<file path="src/rtl/sha_ch_sched.sv">
// sha_ch_sched: scheduler around a masked SHA-2 Ch gadget.
//
// It accepts share-interleaved operands e/f/g together with fresh randomness
// and feeds them to an external, non-stallable Ch gadget:
//   - f/g are presented first;
//   - e and the randomness follow one cycle later.
// Each operation is tracked by a valid shift register, and the gadget result
// is captured into a small in-order FIFO.
//
// A credit scheme limits how much work can be outstanding. It never admits
// more work than the FIFO can absorb, so the gadget never needs to stall.
//
// Shares are only routed and registered, never combined.
//
// Optional build macro: SHA_CH_ZEROIZE_EN
//   When defined, the gadget drive registers are zeroed in any cycle without
//   a valid operation stage, and out_ch reads 0 while out_valid is low.
module sha_ch_sched #(
    parameter int d          = 2,
    parameter int word       = 13,
    parameter int GAD_LAT    = 2,
    parameter int FIFO_DEPTH = 4
) (
    input  logic                          clk,
    input  logic                          rst,
    input  logic                          in_valid,
    output logic                          in_ready,
    input  logic [d*word-1:0]             e_in,
    input  logic [d*word-1:0]             f_in,
    input  logic [d*word-1:0]             g_in,
    input  logic                          rnd_valid,
    output logic                          rnd_ready,
    input  logic [word*d*(d-1)/2-1:0]     rnd_in,
    output logic [d*word-1:0]             gad_e,
    output logic [d*word-1:0]             gad_f,
    output logic [d*word-1:0]             gad_g,
    output logic [word*d*(d-1)/2-1:0]     gad_rnd,
    input  logic [d*word-1:0]             gad_ch,
    output logic                          out_valid,
    input  logic                          out_ready,
    output logic [d*word-1:0]             out_ch,
    output logic                          busy
);

    localparam int DW    = d * word;
    localparam int RW    = word * d * (d - 1) / 2;
    localparam int PTR_W = $clog2(FIFO_DEPTH);
    localparam int CNT_W = $clog2(FIFO_DEPTH + 1);
    localparam int SUM_W = $clog2(FIFO_DEPTH + GAD_LAT + 2);

    // Valid bit per operation stage: vsr[i] is set in cycle t+1+i for an accept in cycle t.
    logic [GAD_LAT:0]  vsr;
    logic              ready_en;

    // e and randomness wait here one cycle while f/g are on the gadget.
    logic [DW-1:0]     e_q;
    logic [RW-1:0]     rnd_q;

    logic [DW-1:0]     mem [FIFO_DEPTH];
    logic [PTR_W-1:0]  wr_ptr;
    logic [PTR_W-1:0]  rd_ptr;
    logic [CNT_W-1:0]  count;

    logic [SUM_W-1:0]  inflight;
    logic              has_credit;
    logic              accept;
    logic              push;
    logic              pop;

    // Count operations still inside the gadget pipeline.
    // NOTE: every variable assigned in always_comb gets a default first, otherwise a latch is inferred.
    always_comb begin
        inflight = '0;
        for (int i = 0; i <= GAD_LAT; i++) begin
            inflight = inflight + SUM_W'(vsr[i]);
        end
    end

    // Credit is derived only from registered state.
    // A pop therefore frees a slot one cycle later, never combinationally.
    assign has_credit = ready_en && ((SUM_W'(count) + inflight) < SUM_W'(FIFO_DEPTH));
    assign in_ready   = rnd_valid & has_credit;
    assign rnd_ready  = in_valid & has_credit;
    assign accept     = in_valid & rnd_valid & has_credit;

    assign push      = vsr[GAD_LAT];
    assign out_valid = (count != '0);
    assign pop       = out_valid & out_ready;
    assign busy      = (|vsr) | out_valid;

    // Hold the handshake off until the first clock edge after reset is released.
    // NOTE: sequential state uses non-blocking assignments so every flop samples pre-edge values.
    always_ff @(posedge clk or posedge rst) begin
        if (rst) begin
            ready_en <= 1'b0;
        end else begin
            ready_en <= 1'b1;
        end
    end

    // Advance the per-operation valid pipeline; reset discards anything in flight.
    always_ff @(posedge clk or posedge rst) begin
        if (rst) begin
            vsr <= '0;
        end else begin
            vsr <= {vsr[GAD_LAT-1:0], accept};
        end
    end

    // Gadget drive: f/g arrive one cycle after accept, e/rnd one cycle after that.
    always_ff @(posedge clk or posedge rst) begin
        if (rst) begin
            gad_f   <= '0;
            gad_g   <= '0;
            gad_e   <= '0;
            gad_rnd <= '0;
            e_q     <= '0;
            rnd_q   <= '0;
        end else begin
`ifdef SHA_CH_ZEROIZE_EN
            gad_f   <= accept ? f_in   : '0;
            gad_g   <= accept ? g_in   : '0;
            e_q     <= accept ? e_in   : '0;
            rnd_q   <= accept ? rnd_in : '0;
            gad_e   <= vsr[0] ? e_q    : '0;
            gad_rnd <= vsr[0] ? rnd_q  : '0;
`else
            if (accept) begin
                gad_f <= f_in;
                gad_g <= g_in;
                e_q   <= e_in;
                rnd_q <= rnd_in;
            end
            if (vsr[0]) begin
                gad_e   <= e_q;
                gad_rnd <= rnd_q;
            end
`endif
        end
    end

    // Result FIFO: capture gadget output when an operation reaches the last stage, pop on handshake.
    // NOTE: the small result memory is reset so out_ch reads 0 after reset and no stale shares survive.
    always_ff @(posedge clk or posedge rst) begin
        if (rst) begin
            wr_ptr <= '0;
            rd_ptr <= '0;
            count  <= '0;
            for (int i = 0; i < FIFO_DEPTH; i++) begin
                mem[i] <= '0;
            end
        end else begin
            if (push) begin
                mem[wr_ptr] <= gad_ch;
                wr_ptr      <= wr_ptr + 1'b1;
            end
            if (pop) begin
                rd_ptr <= rd_ptr + 1'b1;
            end
            if (push && !pop) begin
                count <= count + 1'b1;
            end else if (pop && !push) begin
                count <= count - 1'b1;
            end
        end
    end

`ifdef SHA_CH_ZEROIZE_EN
    assign out_ch = out_valid ? mem[rd_ptr] : '0;
`else
    assign out_ch = mem[rd_ptr];
`endif

endmodule
</file>
<file path="config.mk">
export PLATFORM = sky130hd
export DESIGN_NAME = sha_ch_sched
export DESIGN_NICKNAME = d
export VERILOG_FILES = /design/src/rtl/sha_ch_sched.sv
export SDC_FILE = /design/constraint.sdc
export NUM_CORES = 1
export LEC_CHECK = 0
export CORE_ASPECT_RATIO = 1.75
export CORE_MARGIN = 3
export CORE_UTILIZATION = 30
export DETAILED_ROUTE_END_ITERATION = 8
export GPL_TIMING_DRIVEN = 0
export HOLD_SLACK_MARGIN = 0.05
export PLACE_DENSITY = 0.51
export SKIP_CTS_REPAIR_TIMING = 1
export SYNTH_ARGS = -nofsm -noshare
export SYNTH_HDL_FRONTEND = slang
export SYNTH_SLANG_ARGS = --single-unit
</file>
<file path="constraint.sdc">
create_clock -name clk -period 11.1 [get_ports clk]
set_clock_uncertainty 0.2 [all_clocks]
set_input_delay 1.665 -clock clk [delete_from_list [all_inputs] [get_ports clk]]
set_output_delay 1.665 -clock clk [all_outputs]
set_load 0.02 [all_outputs]
</file>
# --- Word level (Yosys, flattened, before mapping) ---
# Index checks and enable logic that the tools add are counted.
totals:
  regBits: 245
  latch_bits: 0
  mem_bits_rw: 0
  rom_bits: 0
  inputBits: 122
  wordCells: 51
  mem_count: 0
op_classes:
  add_sub_neg: 7
  mul: 0
  n_div: 0
  magnitude_cmp: 4
  n_eq_ne: 0
  n_shift: 0
  muxes: 8
  n_bitwise: 8
  reduce_logical: 9
ops:
  columns: ["operator", "count"]
  rows:
  - ["$bwmux W104", 1]
  - ["$mux W26", 3]
  - ["$bmux W26 S2", 1]
  - ["$demux W26 S2", 1]
  - ["$ge A3 B3 Y1 const B", 2]
  - ["$mux W3", 2]
  - ["$not A2 Y3", 2]
  - ["$and A1 B1 Y1", 5]
  - ["$add A2 B1 Y2 const B", 2]
  - ["$logic_and A1 B1 Y1", 4]
  - ["$add A2 B1 Y3", 1]
  - ["$add A3 B1 Y3 const B", 1]
  - ["$add A3 B3 Y3", 1]
  - ["$lt A3 B1 Y1 const B", 1]
  - ["$lt A3 B3 Y1 const B", 1]
  - ["$reduce_bool A3 Y1", 1]
  - ["$reduce_or A3 Y1", 1]
  - ["$sub A3 B1 Y3 const B", 1]
  - ["$add A1 B1 Y2", 1]
  - ["$logic_not A1 Y1", 2]
  - ["$reduce_bool A2 Y1", 1]
  - ["$or A1 B1 Y1", 1]

# --- Longest topological paths before layout ---
# Gate-level depths: netlist (run 1).
logic_depth:
  depth_word: 6
  ltp_mapped: 10
  depth_no_buf: 8

# --- Worst setup path before layout (run 1) ---
# No wires, ideal clock.
synth_timing:
  kind: "register to output"
  start: "register vsr[0]"
  end: "output in_ready"
  t_arrival_ns: 2.159
  t_required_ns: 9.235
  setup_slack_ns: 7.076
  stages_incl_launch_ff: 9
  cell_sequence: "dfrtp_1 > buf_1 > inv_1 > fa_1 > inv_1 > ha_1 > a31oi_2 > xnor2_1 > nor2_1"
synth_via:
  elab_chain_len: 6
synth_lines:
  columns: ["element", "line_no", "source"]
  rows:
  - ["start, declared", "52", "logic [GAD_LAT:0] vsr;"]
  - ["start signal, assigned", "106", "vsr <= {vsr[GAD_LAT-1:0], accept};"]
  - ["$add A1 B1 Y2", "75", "inflight = inflight + SUM_W'(vsr[i]);"]
  - ["$add A2 B1 Y3", "75", null]
  - ["$add A3 B3 Y3", "81", "assign has_credit = ready_en && ((SUM_W'(count) + inflight) < SUM_W'(FIFO_DEPTH));"]
  - ["$lt A3 B3 Y1", "81", null]
  - ["$logic_and A1 B1 Y1", "81", null]
  - ["$and A1 B1 Y1", "82", "assign in_ready = rnd_valid & has_credit;"]
  - ["end, declared", "27", "output logic in_ready,"]
# Every way passes these cells.

# --- Final worst setup path (run 1) ---
layout_timing:
  start: "register vsr[0]"
  end: "output rnd_ready"
layout_via:
  elab_chain_len: 6
layout_lines:
  columns: ["element", "line_no", "source"]
  rows:
  - ["$add A1 B1 Y2", "75", null]
  - ["$add A2 B1 Y3", "75", null]
  - ["$add A3 B3 Y3", "81", null]
  - ["$lt A3 B3 Y1", "81", null]
  - ["$logic_and A1 B1 Y1", "81", null]
  - ["$and A1 B1 Y1", "83", "assign rnd_ready = in_valid & has_credit;"]
  - ["end, declared", "32", "output logic rnd_ready,"]
# Every way passes these cells.

==> run summary, run 1 <==
Largest net degree at the start of global routing: 99
Clk sinks: 245
Placed cells: 1275
CTS tree: yes
First-pass GRT wire length: 39.49 mm
# diodes: 0
Critical Path Source Type: register
Starting Density: 30.66%
Mapped Avg Cell Area: 17.55 µm²
Worst setup path category: reg2out
Die width: 145.4 µm
Final worst slack: 5.695 ns
Crit path DAT: 3.54 ns
Vias post-DR: 5833
Detailed placement HPWL: 17.68 mm
Pwr Density: 304.7 nW/µm²
Final nets: 984
PnR Total Power: 4.289 mW
Post-synthesis sequential area ratio: 60.14%
Vias in the first global route: 6522
Slew Viols, Final: 0
WL/cell: 18.74 µm
Die height: 249.9 µm
Seq. cell area: 6131 µm²
Crit path max fanout: 10
GR Util All Layers: 13.63%
CTS root buf: clkbuf_16
IO Pins: 243
Num CTS Buffers: 26
Syn Nets: 712
Achievable Freq: 185.0 MHz
Buffer depth of the longest clock path: 3
Worst Hold Class: reg2reg
Multi-input gate area: 3830 µm²
CP endpoint kind: output pin
Filler cells: 3118
Synth warn: 0
FF+latch count, synth: 245
DRT antenna net count: 0
Initial antenna violation count: 0
Placeable core area: 33250 µm²
Leakage: 6.132 nW
First-pass iteration count of the detailed router: 4
Worst-path clk slew: 0.06 ns
Via-per-instance ratio: 4.422
GR Overflow Total: 0
RSZ-0062 raised after global routing: no
# DRC: 0
GPL Wtd Cong: 0.7182
# rows: 88
Fin. Hold Viols: 0
Setup violators final: 0
Synth cell types: 24
CP required: 9.24 ns
Setup TNS: 0 ns
Status: finished clean
CTS H-Tree Depth: 1
Cells after synthesis: 581
Worst Tran Pin Value: 0.7782 ns
Die area: 36320 µm²
Worst vdd ir: 0.1430 mV
Period utilisation layout: 48.70%
Final Instance Area: 14080 µm²
Pre-CTS WS: 6.112 ns
Max Cap Viol: 0
Cell Area, Placed: 13240 µm²
Layout area overhead: 38.08%
Total Routed Length: 24.72 mm
Max-slew headroom: 48.12%
Non-Filler Instances: 1319
Layout cells sized above 1: 37.63%
Worst skew pair latency: 0.53 ns
Final min period: 5.405 ns
Initial DRC count: 93
Input/output buffers: 242
Mapped Area: 10190 µm²
==> power breakdown <==
part	internal [mW]	switching, mW
Clock	0.510	0.359
Sequential	1.34	0.227
Combinational	1.08	0.771
==> metal layers <==
layer	share of wire, %	vias to the layer above	wire length (µm)	GRT usage [%]
li1	-	2629	-	-
met1	37	3011	9253	15.05
met2	54	165	13450	25.62
met3	6.4	28	1574	3.778
met4	1.8	0	439	3.450
met5	0	-	0	0
==> placed cells by master, fill, tap and decap left out, drive strengths merged <==
| cell type | Yosys | final |
|---|---|---|
| dfrtp | 245 | 245 |
| clkdlybuf4s50 | 0 | 242 |
| mux2 | 236 | 236 |
| clkbuf | 1 | 38 |
| buf | 28 | 30 |
| mux4 | 26 | 26 |
| inv | 10 | 11 |
| nand2 | 8 | 8 |
| ha | 7 | 7 |
| xnor2 | 4 | 4 |
| nor2 | 3 | 3 |
| xor2 | 3 | 3 |
| clkinv | 0 | 3 |
| fa | 2 | 2 |
| bufinv | 0 | 2 |
| nand4 | 1 | 1 |
| nand4b | 1 | 1 |
| a31oi | 1 | 1 |
| or3 | 1 | 1 |
| or3b | 1 | 1 |
| nand3 | 1 | 1 |
| o21ai | 1 | 1 |
| clkinvlp | 0 | 1 |
| conb | 1 | 1 |
==> cell usage after synthesis, drive strengths merged <==
cell    number  area, µm²
inv         10      37.54
nand2        8      30.03
or3b         1      8.760
xnor2        4      35.03
nand4        1      6.260
conb         1      3.750
nand4b       1      8.760
a31oi        1      12.51
nor2         3      11.26
xor2         3      26.28
dfrtp      245       6131
fa           2      40.04
o21ai        1      5.000
mux4        26      585.6
or3          1      6.260
clkbuf       1      3.750
ha           7      87.58
buf         28      192.7
nand3        1      5.000
mux2       236       2958
==> worst paths after layout <==
path / start / to / slack (ns) / cells after the start
hold reg to reg: vsr[1] / vsr[2] / 0.18 / 0
setup reg to reg: vsr[0] / gad_g[3] / 7.67 / 10
setup / recovery: vsr[0] / rnd_ready / 5.69 / 9
hold / removal: vsr[1] / vsr[2] / 0.18 / 0
max in group asynchronous: rst / mem[18] / 8.06 / 4
min in group asynchronous: rst / gad_g[13] / 1.35 / 2
==> state kept, by name, indices dropped and copies added, names as in the netlist <==
name / flops
gad_e: 26
vsr: 3
ready_en: 1
mem: 104
e_q: 26
gad_rnd: 13
wr_ptr: 2
rd_ptr: 2
rnd_q: 13
gad_f: 26
gad_g: 26
count: 3
==> worst max-delay path, stage by stage (launching register included) <==
cell,delay [ns]
dfrtp_1,0.46
buf_1,0.51
inv_1,0.18
fa_1,0.44
inv_1,0.06
ha_1,0.22
a31oi_2,0.25
xnor2_1,0.12
nor2_1,0.12
clkdlybuf4s50_1,0.65
==> per-stage QoR <==
step                      hold WS [ns]  util [%]
final                           0.1810     42.34
after CTS                       0.1874     42.34
after detailed placement        0.1719     39.83
after global placement          0.1667     39.64
after global routing            0.2050     42.34
after floorplan                 0.1537         -
==> kinds of logic after synthesis <==
kind of cell / synth area share [%]
AO/OA/AOI/OAI: 0.1718
XOR/XNOR: 0.6014
adder cells (fa/ha/maj): 1.252
buffers and inverters: 2.295
flip-flops: 60.14
multiplexers: 34.76
other: 0.03678
AND/OR/NAND/NOR: 0.7487
==> area by class of cell <==
type                       count  area share [%]
sequential                   245           43.55
multi-input combinational    297           27.21
timing repair buffer         244           17.60
clock buffer                  37           5.280
tap                          450           4.000
buffer                        29           1.395
clock inverter                 7          0.6488
inverter                      10          0.3200
(Power assumes the default switching activity.)
==> run 2, diff against run 1 <==
--- a/config.mk
+++ b/config.mk
@@ -11,7 +11,7 @@
 export DETAILED_ROUTE_END_ITERATION = 8
 export GPL_TIMING_DRIVEN = 0
 export HOLD_SLACK_MARGIN = 0.05
-export PLACE_DENSITY = 0.51
+export PLACE_DENSITY = 0.53
 export SKIP_CTS_REPAIR_TIMING = 1
 export SYNTH_ARGS = -nofsm -noshare
 export SYNTH_HDL_FRONTEND = slang
==> constraint.sdc (replaced) <==
create_clock -name clk -period 4.7 [get_ports clk]
set_clock_uncertainty 0.2 [all_clocks]
set_input_delay 0.705 -clock clk [delete_from_list [all_inputs] [get_ports clk]]
set_output_delay 0.705 -clock clk [all_outputs]
set_load 0.02 [all_outputs]
==> run 2 against run 1 <==
  * Register-to-register slack got worse by 6.1 ns
  * Clock power rose by 130%
  * Flip-flop and latch count did not move
  * Global-route usage rose by 0.069 points
  * Critical path depth fell by 1
  * Core utilization rose by 0.15 points
  * Critical path type unchanged
  * Via count rose by 0.41%
  * Final area rose by 0.35%
  * Combinational power rose by 140%
  * Worst hold slack got worse by 0.0034 ns
  * First-iteration DRC count rose by 26%
  * Non-clock buffer count rose by 3
==> run summary, run 2 (same netlist as run 1, synthesis figures left out) <==
Status: finished clean
RSZ-0062 raised after global routing: no
Final core occ: 42.48%
Via-per-instance ratio: 4.427
Wl on met1: 8.919 mm
Clock Power Share: 20.1%
# rows: 88
CTS tree: yes
PnR Total Power: 10.14 mW
GR Overflow Total: 0
Final min period: 4.177 ns
Placeable core area: 33250 µm²
Vias post-DR: 5857
GR Util All Layers: 13.70%
Input/output buffers: 242
CP endpoint kind: output pin
Worst Tran Pin Value: 0.7876 ns
Non-Filler Instances: 1323
Initial antenna violation count: 0
Pre-CTS WS: 0.7827 ns
Detailed placement HPWL: 18.02 mm
Layout area overhead: 38.56%
WL/cell: 18.89 µm
Final nets: 987
Max reg flops: 104
Worst Hold Class: reg2reg
Max layer used: met4
Buffer depth of the longest clock path: 3
Sw Pwr: 3.237 mW
Most common cell after layout, fill and taps aside: dfrtp_1
GPL Wtd Cong: 0.7255
Comb power frac: 43.3%
Fin. Hold Viols: 0
Pwr Density: 717.6 nW/µm²
Critical Path Source Type: register
Biggest register: mem
Worst-path clk slew: 0.06 ns
Starting Density: 30.66%
Leakage: 6.160 nW
CP required: 3.80 ns
Max Cap Viol: 0
Hold Slack: 0.1776 ns
Die area: 36320 µm²
Vias in the first global route: 6648
Total Routed Length: 24.99 mm
Layout cells sized above 1: 38.14%
Clk sinks: 245
# DRC: 0
Switching Share: 31.93%
Die height: 249.9 µm
# diodes: 0
Final worst slack: 0.5229 ns
Slew Viols, Final: 0
DRT antenna net count: 0
Initial DRC count: 117
Placed cells: 1279
Largest net degree at the start of global routing: 40
CTS root buf: clkbuf_16
Crit path DAT: 3.27 ns
Die width: 145.4 µm
Num CTS Buffers: 26
Crit path max fanout: 14
Most frequent cells in the layout: dfrtp_1, clkdlybuf4s50_1, mux2_2
Sequential Power Share: 36.6%
Period utilisation layout: 88.87%
Worst setup path category: reg2out
Setup violators final: 0
First-pass iteration count of the detailed router: 4
WL met3: 1.898 mm
CTS H-Tree Depth: 1
Achievable Freq: 239.4 MHz
P_int: 6.900 mW
First-pass GRT wire length: 39.60 mm
Routed length on met2: 13.63 mm
Worst vdd ir: 0.3413 mV
Worst skew pair latency: 0.54 ns
IO Pins: 243
Max-slew headroom: 47.50%
==> run 2: stage by stage <==
stage	area (µm²)	TNS [ns]
after CTS	14130	0
after floorplan	10200	0
after global placement	13180	-364.52
final	14130	0
after detailed placement	13300	0
after global routing	14130	0
==> run 2: worst paths after layout <==
path,start,to,slack [ns],depth (start not counted)
setup / recovery,vsr[0],in_ready,0.52,8
hold / removal,vsr[1],vsr[2],0.18,0
setup reg to reg,vsr[0],gad_f[8],1.53,9
hold reg to reg,vsr[1],vsr[2],0.18,0
max in group asynchronous,rst,gad_f[21],2.71,5
min in group asynchronous,rst,rnd_q[7],0.43,2
==> run 2: power groups by stage <==
stage / registers (mW) / logic, mW / clock network (mW)
finish: 3.71 / 4.39 / 2.04
global route: 3.85 / 4.66 / 2.20
CTS: 3.72 / 4.49 / 2.13
detailed placement: 3.73 / 4.48 / 0
global placement: 3.72 / 4.42 / 0
floorplan: 4.09 / 2.22 / 0
==> run 2: cell type report <==
| type | count | area (µm²) |
|---|---|---|
| buffer | 28 | 192.7 |
| clock buffer | 35 | 714.4 |
| clock inverter | 10 | 111.4 |
| fill | 3088 | 19130 |
| inverter | 10 | 41.29 |
| multi-input combinational | 297 | 3830 |
| sequential | 245 | 6131 |
| tap | 450 | 563.0 |
| timing repair buffer | 248 | 2542 |
==> run 2: layer usage <==
layer	up-vias	GRT usage, %
li1	2626	-
met1	3014	14.45
met2	185	25.93
met3	32	4.450
met4	0	3.695
met5	-	0
==> run 2: worst max-delay path, stage by stage, from the launching register on <==
cell and delay [ns]:
dfrtp_1 0.71, inv_1 0.17, fa_1 0.45, inv_1 0.06, ha_1 0.22, a31oi_2 0.24, xnor2_1 0.11, nor2_1 0.12
clkdlybuf4s50_1 0.65
